[config.mk]
export PLATFORM = sky130hd
export DESIGN_NAME = bin2bcd_seq_flat
export DESIGN_NICKNAME = d
export VERILOG_FILES = /design/src/rtl/bin2bcd_seq_if.sv /design/src/rtl/bin2bcd_seq.sv /design/src/flat_wrapper.sv
export SDC_FILE = /design/constraint.sdc
export NUM_CORES = 1
export LEC_CHECK = 0
export BUFFER_PORTS_ARGS = -buffer_cell sky130_fd_sc_hd__buf_2
export CAP_MARGIN = 20
export CELL_PAD_IN_SITES_DETAIL_PLACEMENT = 0
export CELL_PAD_IN_SITES_GLOBAL_PLACEMENT = 2
export CORE_MARGIN = 5
export CORE_UTILIZATION = 39
export CTS_BUF_LIST = sky130_fd_sc_hd__clkbuf_4
export DETAILED_ROUTE_END_ITERATION = 10
export PLACE_DENSITY = 0.8
export SETUP_SLACK_MARGIN = 0.4
export SLEW_MARGIN = 30
export SYNTH_ARGS = -nofsm -noshare
export SYNTH_HDL_FRONTEND = slang
export SYNTH_SLANG_ARGS = --single-unit
[constraint.sdc]
create_clock -name CLK -period 2.4 [get_ports CLK]
set_clock_uncertainty 0.05 [all_clocks]
set_input_delay 0.48 -clock CLK [delete_from_list [all_inputs] [get_ports CLK]]
set_output_delay 0.48 -clock CLK [all_outputs]
set_load 0.02 [all_outputs]
[src/rtl/bin2bcd_seq_if.sv]
// Start/done request-response bundle for the sequential binary-to-BCD converter.
// The converter takes the slave side; the requester takes the master side.
interface bin2bcd_seq_if #(
   parameter int BIN_W  = 16,
   parameter int DIGITS = 5
);
   logic                  START;
   logic [BIN_W-1:0]      BIN;
   logic                  BUSY;
   logic                  DONE;
   logic [4*DIGITS-1:0]   BCD;
   logic                  OVERFLOW;

   modport master (output START, BIN, input BUSY, DONE, BCD, OVERFLOW);
   modport slave  (input START, BIN, output BUSY, DONE, BCD, OVERFLOW);
endinterface

[src/rtl/bin2bcd_seq.sv]
// Double-dabble binary-to-BCD converter: one operand bit per clock, MSB first,
// through a chain of DIGITS shift-left-by-1 BCD cells with a sticky overflow.

module bin2bcd_cell (
   input  logic [3:0] i_d,
   input  logic       i_cin,
   output logic [3:0] o_d,
   output logic       o_cout
);
   logic [4:0] w_dbl;
   logic [4:0] w_adj;

   assign w_dbl = {i_d, i_cin};
   assign w_adj = w_dbl - 5'd10;

   always_comb begin
      o_d    = w_dbl[3:0];
      o_cout = 1'b0;
      // A non-decimal digit can only come from corruption; push it out as overflow.
      if (i_d > 4'd9) begin
         o_d    = {3'd7, i_cin};
         o_cout = 1'b1;
      end else if (i_d >= 4'd5) begin
         o_d    = w_adj[3:0];
         o_cout = 1'b1;
      end
   end
endmodule

module bin2bcd_seq #(
   parameter int BIN_W  = 16,
   parameter int DIGITS = 5
) (
   input  logic           CLK,
   input  logic           RST,
   bin2bcd_seq_if.slave   bus
);
   localparam int CNT_W = $clog2(BIN_W + 1);

   typedef enum logic [0:0] {IDLE = 1'b0, SHIFT = 1'b1} state_t;

   state_t                r_state, w_state_nx;
   logic [BIN_W-1:0]      r_sr, w_sr_nx;
   logic [4*DIGITS-1:0]   r_acc, w_acc_nx;
   logic [CNT_W-1:0]      r_cnt, w_cnt_nx;
   logic                  r_ovf, w_ovf_nx;
   logic                  r_done, w_done_nx;
   logic [4*DIGITS-1:0]   r_bcd, w_bcd_nx;
   logic                  r_ovf_out, w_ovf_out_nx;

   logic [DIGITS:0]       w_carry;
   logic [4*DIGITS-1:0]   w_acc_shift;

   assign w_carry[0] = r_sr[BIN_W-1];

   genvar gi;
   generate
      for (gi = 0; gi < DIGITS; gi++) begin : g_dig
         bin2bcd_cell u_cell (
            .i_d    (r_acc[4*gi +: 4]),
            .i_cin  (w_carry[gi]),
            .o_d    (w_acc_shift[4*gi +: 4]),
            .o_cout (w_carry[gi+1])
         );
      end
   endgenerate

   always_ff @(posedge CLK or posedge RST) begin
      if (RST) r_state <= IDLE;
      else     r_state <= w_state_nx;
   end

   always_comb begin
      w_state_nx   = r_state;
      w_sr_nx      = r_sr;
      w_acc_nx     = r_acc;
      w_cnt_nx     = r_cnt;
      w_ovf_nx     = r_ovf;
      w_done_nx    = 1'b0;
      w_bcd_nx     = r_bcd;
      w_ovf_out_nx = r_ovf_out;
      case (r_state)
         IDLE: begin
            if (bus.START) begin
               w_sr_nx    = bus.BIN;
               w_acc_nx   = '0;
               w_cnt_nx   = '0;
               w_ovf_nx   = 1'b0;
               w_state_nx = SHIFT;
            end
         end
         SHIFT: begin
            w_sr_nx  = r_sr << 1;
            w_acc_nx = w_acc_shift;
            w_cnt_nx = r_cnt + 1'b1;
            w_ovf_nx = r_ovf | w_carry[DIGITS];
            // Last bit: publish straight from the cell outputs so BCD never shows partials.
            if (r_cnt == CNT_W'(BIN_W - 1)) begin
               w_bcd_nx     = w_acc_shift;
               w_ovf_out_nx = r_ovf | w_carry[DIGITS];
               w_done_nx    = 1'b1;
               w_state_nx   = IDLE;
            end
         end
         default: w_state_nx = IDLE;
      endcase
   end

   always_ff @(posedge CLK or posedge RST) begin
      if (RST) begin
         r_sr      <= '0;
         r_acc     <= '0;
         r_cnt     <= '0;
         r_ovf     <= 1'b0;
         r_done    <= 1'b0;
         r_bcd     <= '0;
         r_ovf_out <= 1'b0;
      end else begin
         r_sr      <= w_sr_nx;
         r_acc     <= w_acc_nx;
         r_cnt     <= w_cnt_nx;
         r_ovf     <= w_ovf_nx;
         r_done    <= w_done_nx;
         r_bcd     <= w_bcd_nx;
         r_ovf_out <= w_ovf_out_nx;
      end
   end

   assign bus.BUSY     = (r_state == SHIFT);
   assign bus.DONE     = r_done;
   assign bus.BCD      = r_bcd;
   assign bus.OVERFLOW = r_ovf_out;
endmodule
[src/flat_wrapper.sv]
// flat-port wrapper written by rule: the top's interface ports become plain ports
module bin2bcd_seq_flat 
#(
   parameter int BIN_W  = 16,
   parameter int DIGITS = 5
)
  (CLK, RST, bus_START, bus_BIN, bus_BUSY, bus_DONE, bus_BCD, bus_OVERFLOW);
  bin2bcd_seq_if #(.BIN_W(BIN_W), .DIGITS(DIGITS)) bus_i ();
  input  logic CLK;
  input  logic RST;
  input wire logic [$bits(bus_i.START)-1:0] bus_START;
  input wire logic [$bits(bus_i.BIN)-1:0] bus_BIN;
  output wire logic [$bits(bus_i.BUSY)-1:0] bus_BUSY;
  output wire logic [$bits(bus_i.DONE)-1:0] bus_DONE;
  output wire logic [$bits(bus_i.BCD)-1:0] bus_BCD;
  output wire logic [$bits(bus_i.OVERFLOW)-1:0] bus_OVERFLOW;
  assign bus_i.START = bus_START;
  assign bus_i.BIN = bus_BIN;
  assign bus_BUSY = bus_i.BUSY;
  assign bus_DONE = bus_i.DONE;
  assign bus_BCD = bus_i.BCD;
  assign bus_OVERFLOW = bus_i.OVERFLOW;
  bin2bcd_seq #(.BIN_W(BIN_W), .DIGITS(DIGITS)) u_core (.CLK(CLK), .RST(RST), .bus(bus_i));
endmodule
==> impl_metrics.tcl, run 1 <==
set metrics [dict create \
    slew_violations 0 \
    synthArstFlopShare 1.000 \
    whs_ns 0.2820 \
    dp_hpwl_um 4437 \
    wl_per_cell_um 14.41 \
    fin_crit_ns 1.872 \
    synth_top_area_share 0.5244 \
    syn_to_final_growth_pct 14.68 \
    ys_seq_area_frac 0.5244 \
    drtPass1Iterations 4 \
    core_area_um2 7727 \
    cts_buffers 9 \
    rows 32 \
    leakage_nw 1.711 \
    fin_cells 440 \
    detail_route.vias_per_cell 5.014 \
    design_area_um2 3557 \
    syn-mean-instance-area_um2 10.73 \
    die_height_um 99.18 \
    dp_cells 424 \
    fin_util 0.4603 \
    synth_area_leaders "dfrtp_1, mux2i_1, o21ai_0" \
    synth_top_area_cell "dfrtp_1" \
    hold_viol_final 0 \
    grt-ovfl-total 0 \
    grt_max_degree 37 \
    p_per_area_nw_per_um2 1337 \
    ant_nets 0 \
    wirelength_um 6339 \
    rsz0062_at_grt "no" \
    crit_fanout 23 \
    synth_edf_count 0 \
    syn-instance-count 289 \
    ys_seq_elements 65 \
    relSlewSlack 0.4498 \
    root_buffer "clkbuf_4" \
    drc_errors 0 \
    power.total_mw 4.757 \
    max_freq_mhz 534.1 \
    setup.worst_path.end_class "output port" \
    post-place-ws_ns 0.6192 \
    start_kind "flop" \
    num-nets-final 365 \
    hold_path.class "in2reg" \
    yosysWarnings 0 \
    synth_cell_type_count 38 \
    clkTransAtPathRegs_ns 0.11 \
    ys_top_cells_by_count "dfrtp_1, nand2_1, o21ai_0, mux2i_1, inv_1" \
    criticalPathCategory "reg2out" \
    status "finished, final reports clean" \
    portBuffers 41 \
    critPathArrivalTime_ns 1.34 \
    drtIter0Drc 62 \
    crit_path_top_delay_cell "dfrtp_1" \
    gp_congestion 0.7530 \
    crit_chain "buf_6 -> buf_2" \
    antenna_found_initial 0 \
    die_w_um 99.18 \
    cts_max_level 3 \
    maxCapViolations 0 \
    cts_sinks 65 \
    max_stage_delay_ns 0.52 \
    syn-cell-area_um2 3102 \
    synth_ff_type "dfrtp_1" \
    yosysMostFrequentCell "dfrtp_1" \
    cp.required_ns 1.87 \
    drive_above_1_share 0.2396 \
    cp_top_family "flip-flops" \
    cts_tree "yes" \
    tightest_slew_ns 0.8222 \
    fin_setup_tns_ns 0 \
    synthesis.nets 320 \
    num_vias 2206 \
    grt.total_usage 0.1362 \
    initial_core_util 0.4014 \
    dpl_cell_area_um2 3416 \
    fin_ws_ns 0.5278 \
    vdd_drop_max_uv 431.3 \
    clk_latency_ns 0.39 \
    grt_pass1_wl_um 10810 \
    pin_count 42 \
    critPathBufInv 2 \
    grt_pass1_vias 2218 \
    fin_crit_sh 0.7801 \
    dieArea_um2 9837 \
    setup_violations 0 \
    clock_path_buffers 2 \
    n_antenna_cell 0 \
]
-- path summary, 6_finish.rpt --
check	from	endpoint	slack, ns	cells past startpoint
worst max-delay path	u_core.bus.BUSY$_DFF_PP0_	bus_BUSY	0.53	2
worst min-delay path	bus_BIN[0]	u_core.r_sr[0]$_DFFE_PP0P_	0.28	3
worst max register to register	u_core.r_cnt[0]$_DFFE_PP0P_	u_core.bus.BCD[5]$_DFFE_PP0P_	0.61	6
worst min register to register	u_core.bus.BCD[15]$_DFFE_PP0P_	u_core.bus.BCD[15]$_DFFE_PP0P_	0.43	2
max in group asynchronous	RST	u_core.bus.BCD[1]$_DFFE_PP0P_	1.16	4
min in group asynchronous	RST	u_core.bus.DONE$_DFF_PP0_	0.47	3
-- where the power goes --
part / switching [mW] / internal [mW] / leakage, nW
sequential: 0.375 / 1.58 / 0.796
clock: 0.373 / 0.330 / 0.0680
combinational: 1.15 / 0.950 / 0.847
total: 1.89 / 2.86 / 1.71
-- registers in the layout, indices dropped and copies added (netlist names) --
signal and flops:
u_core.bus.BCD 20, u_core.r_acc 20, u_core.r_sr 16, u_core.r_cnt 5, u_core.bus.BUSY 1, u_core.bus.DONE 1
u_core.bus.OVERFLOW 1, u_core.r_ovf 1
-- layout by cell type, fill, tap and decap left out, types with 2 or more instances in the layout --
cell type,count
and3_1,2
nand3_1,2
buf_4,6
a21oi_2,4
a32o_1,5
ha_1,12
a31oi_1,2
nor2_1,10
clkinv_1,2
a31o_2,4
a22oi_1,4
inv_1,13
o22ai_1,3
nand2b_1,6
dfrtp_1,65
mux2_2,8
o21ai_0,35
clkbuf_4,11
nand2_1,36
buf_2,41
a21oi_1,6
o2bb2ai_1,4
mux2i_1,24
nor2b_1,4
clkinvlp_4,2
a22o_1,11
-- timing repair --
action                                  in CTS  in global routing
buffers inserted                             0                  0
endpoints found under the setup margin       0                  1
endpoints found under the hold margin        3                  0
resized for setup                            0                  1
hold buffers                                 1                  0
-- worst reg2reg max path: stages (launching register included) --
cell and delay (ns):
dfrtp_1 0.42, ha_1 0.23, and3_1 0.15, ha_1 0.18
nand2_2 0.08, clkinv_2 0.22, mux2_2 0.34
-- cell type report --
type                    instances  area (um2)
multi-input cells             193        1339
fillers                       771        4170
inverters                      16       65.06
well taps                     102       127.6
repair buffers                 49       271.5
flip-flops and latches         65        1627
clock buffers                  11       82.58
clock inverters                 4       45.04
-- cell families (layout without fill, tap and decap cells) --
logic type / Yosys count / in the layout / share of synthesized area
AND/OR/NAND/NOR: 62 / 62 / 0.08673
adder cells (fa/ha/maj): 12 / 12 / 0.04841
flip-flops: 65 / 65 / 0.5244
XOR/XNOR: 2 / 2 / 0.005648
buffers and inverters: 31 / 80 / 0.04397
AO/OA/AOI/OAI: 85 / 85 / 0.1843
multiplexers: 32 / 32 / 0.1065
-- metal layers --
metal | share of wire | global-route usage
met1 | 0.50 | 0.1878
met2 | 0.46 | 0.2076
met3 | 0.032 | 0.03787
met4 | 0.0043 | 0.04412
met5 | 0 | 0
(Power assumes the default switching activity.)
==> run 2: changes to the inputs <==
- CORE_UTILIZATION: 39 -> 35
- PLACE_DENSITY: 0.8 -> 0.76
- clock period: 2.4 -> 1.62 ns (I/O delays scaled with it)
==> run 2 against run 1 <==
  * Design area grew 38%
  * Critical path depth grew 4
  * Non-clock buffer count grew 75
  * Clock power grew 58%
  * Total power grew 110%
  * Wire length grew 27%
  * Sequential cell count is the same
  * Critical path type is now reg2reg
  * Via count grew 18%
  * Highest routed layer unchanged
  * Clock-buffer cell count grew 1
==> impl_metrics.tcl, run 2 (synthesized netlist as in run 1, its figures left out) <==
set metrics [dict create \
    power.total_mw 10.02 \
    hold_path.class "in2reg" \
    cts_sinks 65 \
    die_height_um 104.1 \
    grt_max_degree 66 \
    fin_setup_tns_ns 0 \
    cts_max_level 3 \
    num-nets-final 441 \
    leakage_nw 2.259 \
    drc_errors 0 \
    setup.worst_path.end_class "flop" \
    rows 34 \
    wl_per_cell_um 15.34 \
    die_w_um 104.1 \
    clkTransAtPathRegs_ns 0.10 \
    p_comb_frac 0.585 \
    fin_crit_sh 0.9632 \
    core_area_um2 8678 \
    cts_tree "yes" \
    clock_path_buffers 2 \
    switching_share 0.3765 \
    final_common_cell "dfrtp_1" \
    hold_viol_final 0 \
    cts_buffers 9 \
    dieArea_um2 10850 \
    clockPowerShare 0.111 \
    antenna_found_initial 0 \
    mostFrequentLayoutCells "dfrtp_1, buf_4, buf_6" \
    grt_pass1_vias 2637 \
    initial_core_util 0.3574 \
    wirelength_um 8025 \
    tightest_slew_ns 0.4080 \
    rsz0062_at_grt "yes" \
    syn_to_final_growth_pct 58.17 \
    p_per_area_nw_per_um2 2042 \
    n_antenna_cell 0 \
    slew_violations 0 \
    critPathArrivalTime_ns 1.80 \
    ant_nets 0 \
    fin_crit_ns 1.560 \
    grt-ovfl-total 0 \
    criticalPathCategory "reg2reg" \
    p_int_mw 6.246 \
    dp_hpwl_um 4531 \
    pwr-share-seq 0.304 \
    crit_fanout 8 \
    detail_route.vias_per_cell 4.975 \
    status "finished, final reports clean" \
    drtPass1Iterations 4 \
    vdd_drop_max_uv 1002 \
    cp.required_ns 1.86 \
    gp_congestion 0.6974 \
    grt_pass1_wl_um 13010 \
    setup_violations 0 \
    pin_count 42 \
    drive_above_1_share 0.5398 \
    grt.total_usage 0.1464 \
    drtIter0Drc 86 \
    p_sw_mw 3.772 \
    portBuffers 41 \
    num_vias 2602 \
    start_kind "flop" \
    relSlewSlack 0.7280 \
    maxCapViolations 0 \
    root_buffer "clkbuf_4" \
    fin_util 0.5653 \
    clk_latency_ns 0.41 \
    max_freq_mhz 640.9 \
]
-- run 2: changes by cell type in the layout (fill, tap and decap cells not counted), sizes merged --
cell	previous run	this run
bufbuf	0	1
clkbuf	11	15
buf	48	119
clkinv	3	5
clkinvlp	2	1
-- run 2: final timing paths --
kind,start,endpoint,slack [ns],depth (start not counted)
max,u_core.bus.BUSY$_DFF_PP0_,u_core.r_acc[3]$_DFFE_PP0P_,0.06,6
min,bus_BIN[0],u_core.r_sr[0]$_DFFE_PP0P_,0.12,3
max reg2reg,u_core.bus.BUSY$_DFF_PP0_,u_core.r_acc[3]$_DFFE_PP0P_,0.06,6
min reg2reg,u_core.r_sr[11]$_DFFE_PP0P_,u_core.r_sr[12]$_DFFE_PP0P_,0.44,2
max in group asynchronous,RST,u_core.bus.BUSY$_DFF_PP0_,0.71,4
min in group asynchronous,RST,u_core.bus.BCD[17]$_DFFE_PP0P_,0.50,4
-- run 2: repair_timing --
action,in CTS,in global routing
endpoints found under the hold margin,65,0
setup endpoints to repair,67,82
setup buffers,42,20
gates resized for setup,80,39
gates cloned,3,4
hold buffers,1,0
pin swaps,22,14
-- run 2: critical path, cell delays in order, from the launching register on --
cell     delay, ns
dfrtp_2       0.43
buf_4         0.14
buf_6         0.11
buf_12        0.13
buf_2         0.17
buf_4         0.18
a32o_1        0.24
-- run 2: routing by layer --
layer,part of all wire,wire (um),GRT usage,up-vias
li1,-,-,-,1276
met5,0,0,0,-
met4,0.015,121,0.04440,0
met3,0.033,268,0.03724,13
met1,0.48,3861,0.1945,1276
met2,0.47,3774,0.2350,37
-- run 2: layout make-up --
class,instances,area (um2)
clock buffers,12,90.09
clock inverters,4,43.79
fillers,767,3772
inverters,16,83.83
multi-input cells,193,1725
flip-flops and latches,65,1630
well taps,108,135.1
repair buffers,124,1189
repair inverters,1,8.758
-- run 2: power by group through the flow --
stage,logic (mW),registers [mW],clock network (mW)
6_report,5.86,3.05,1.11
5_1_grt,6.35,3.15,1.22
4_1_cts,5.12,3.02,1.13
3_5_place_dp,3.79,3.03,0
3_3_place_gp,3.73,3.02,0
2_1_floorplan,2.62,3.22,0
-- run 2: metrics by stage --
step	setup WS, ns	std cells	area (um2)	hold WS, ns
after floorplan	0.01463	289	3368	0.3992
after global placement	0.04375	437	3764	0.4001
after detailed placement	0.002808	437	3764	0.4033
after CTS	0.05398	499	4559	0.09187
after global routing	0.007752	523	4906	0.1174
final	0.05964	523	4906	0.1191
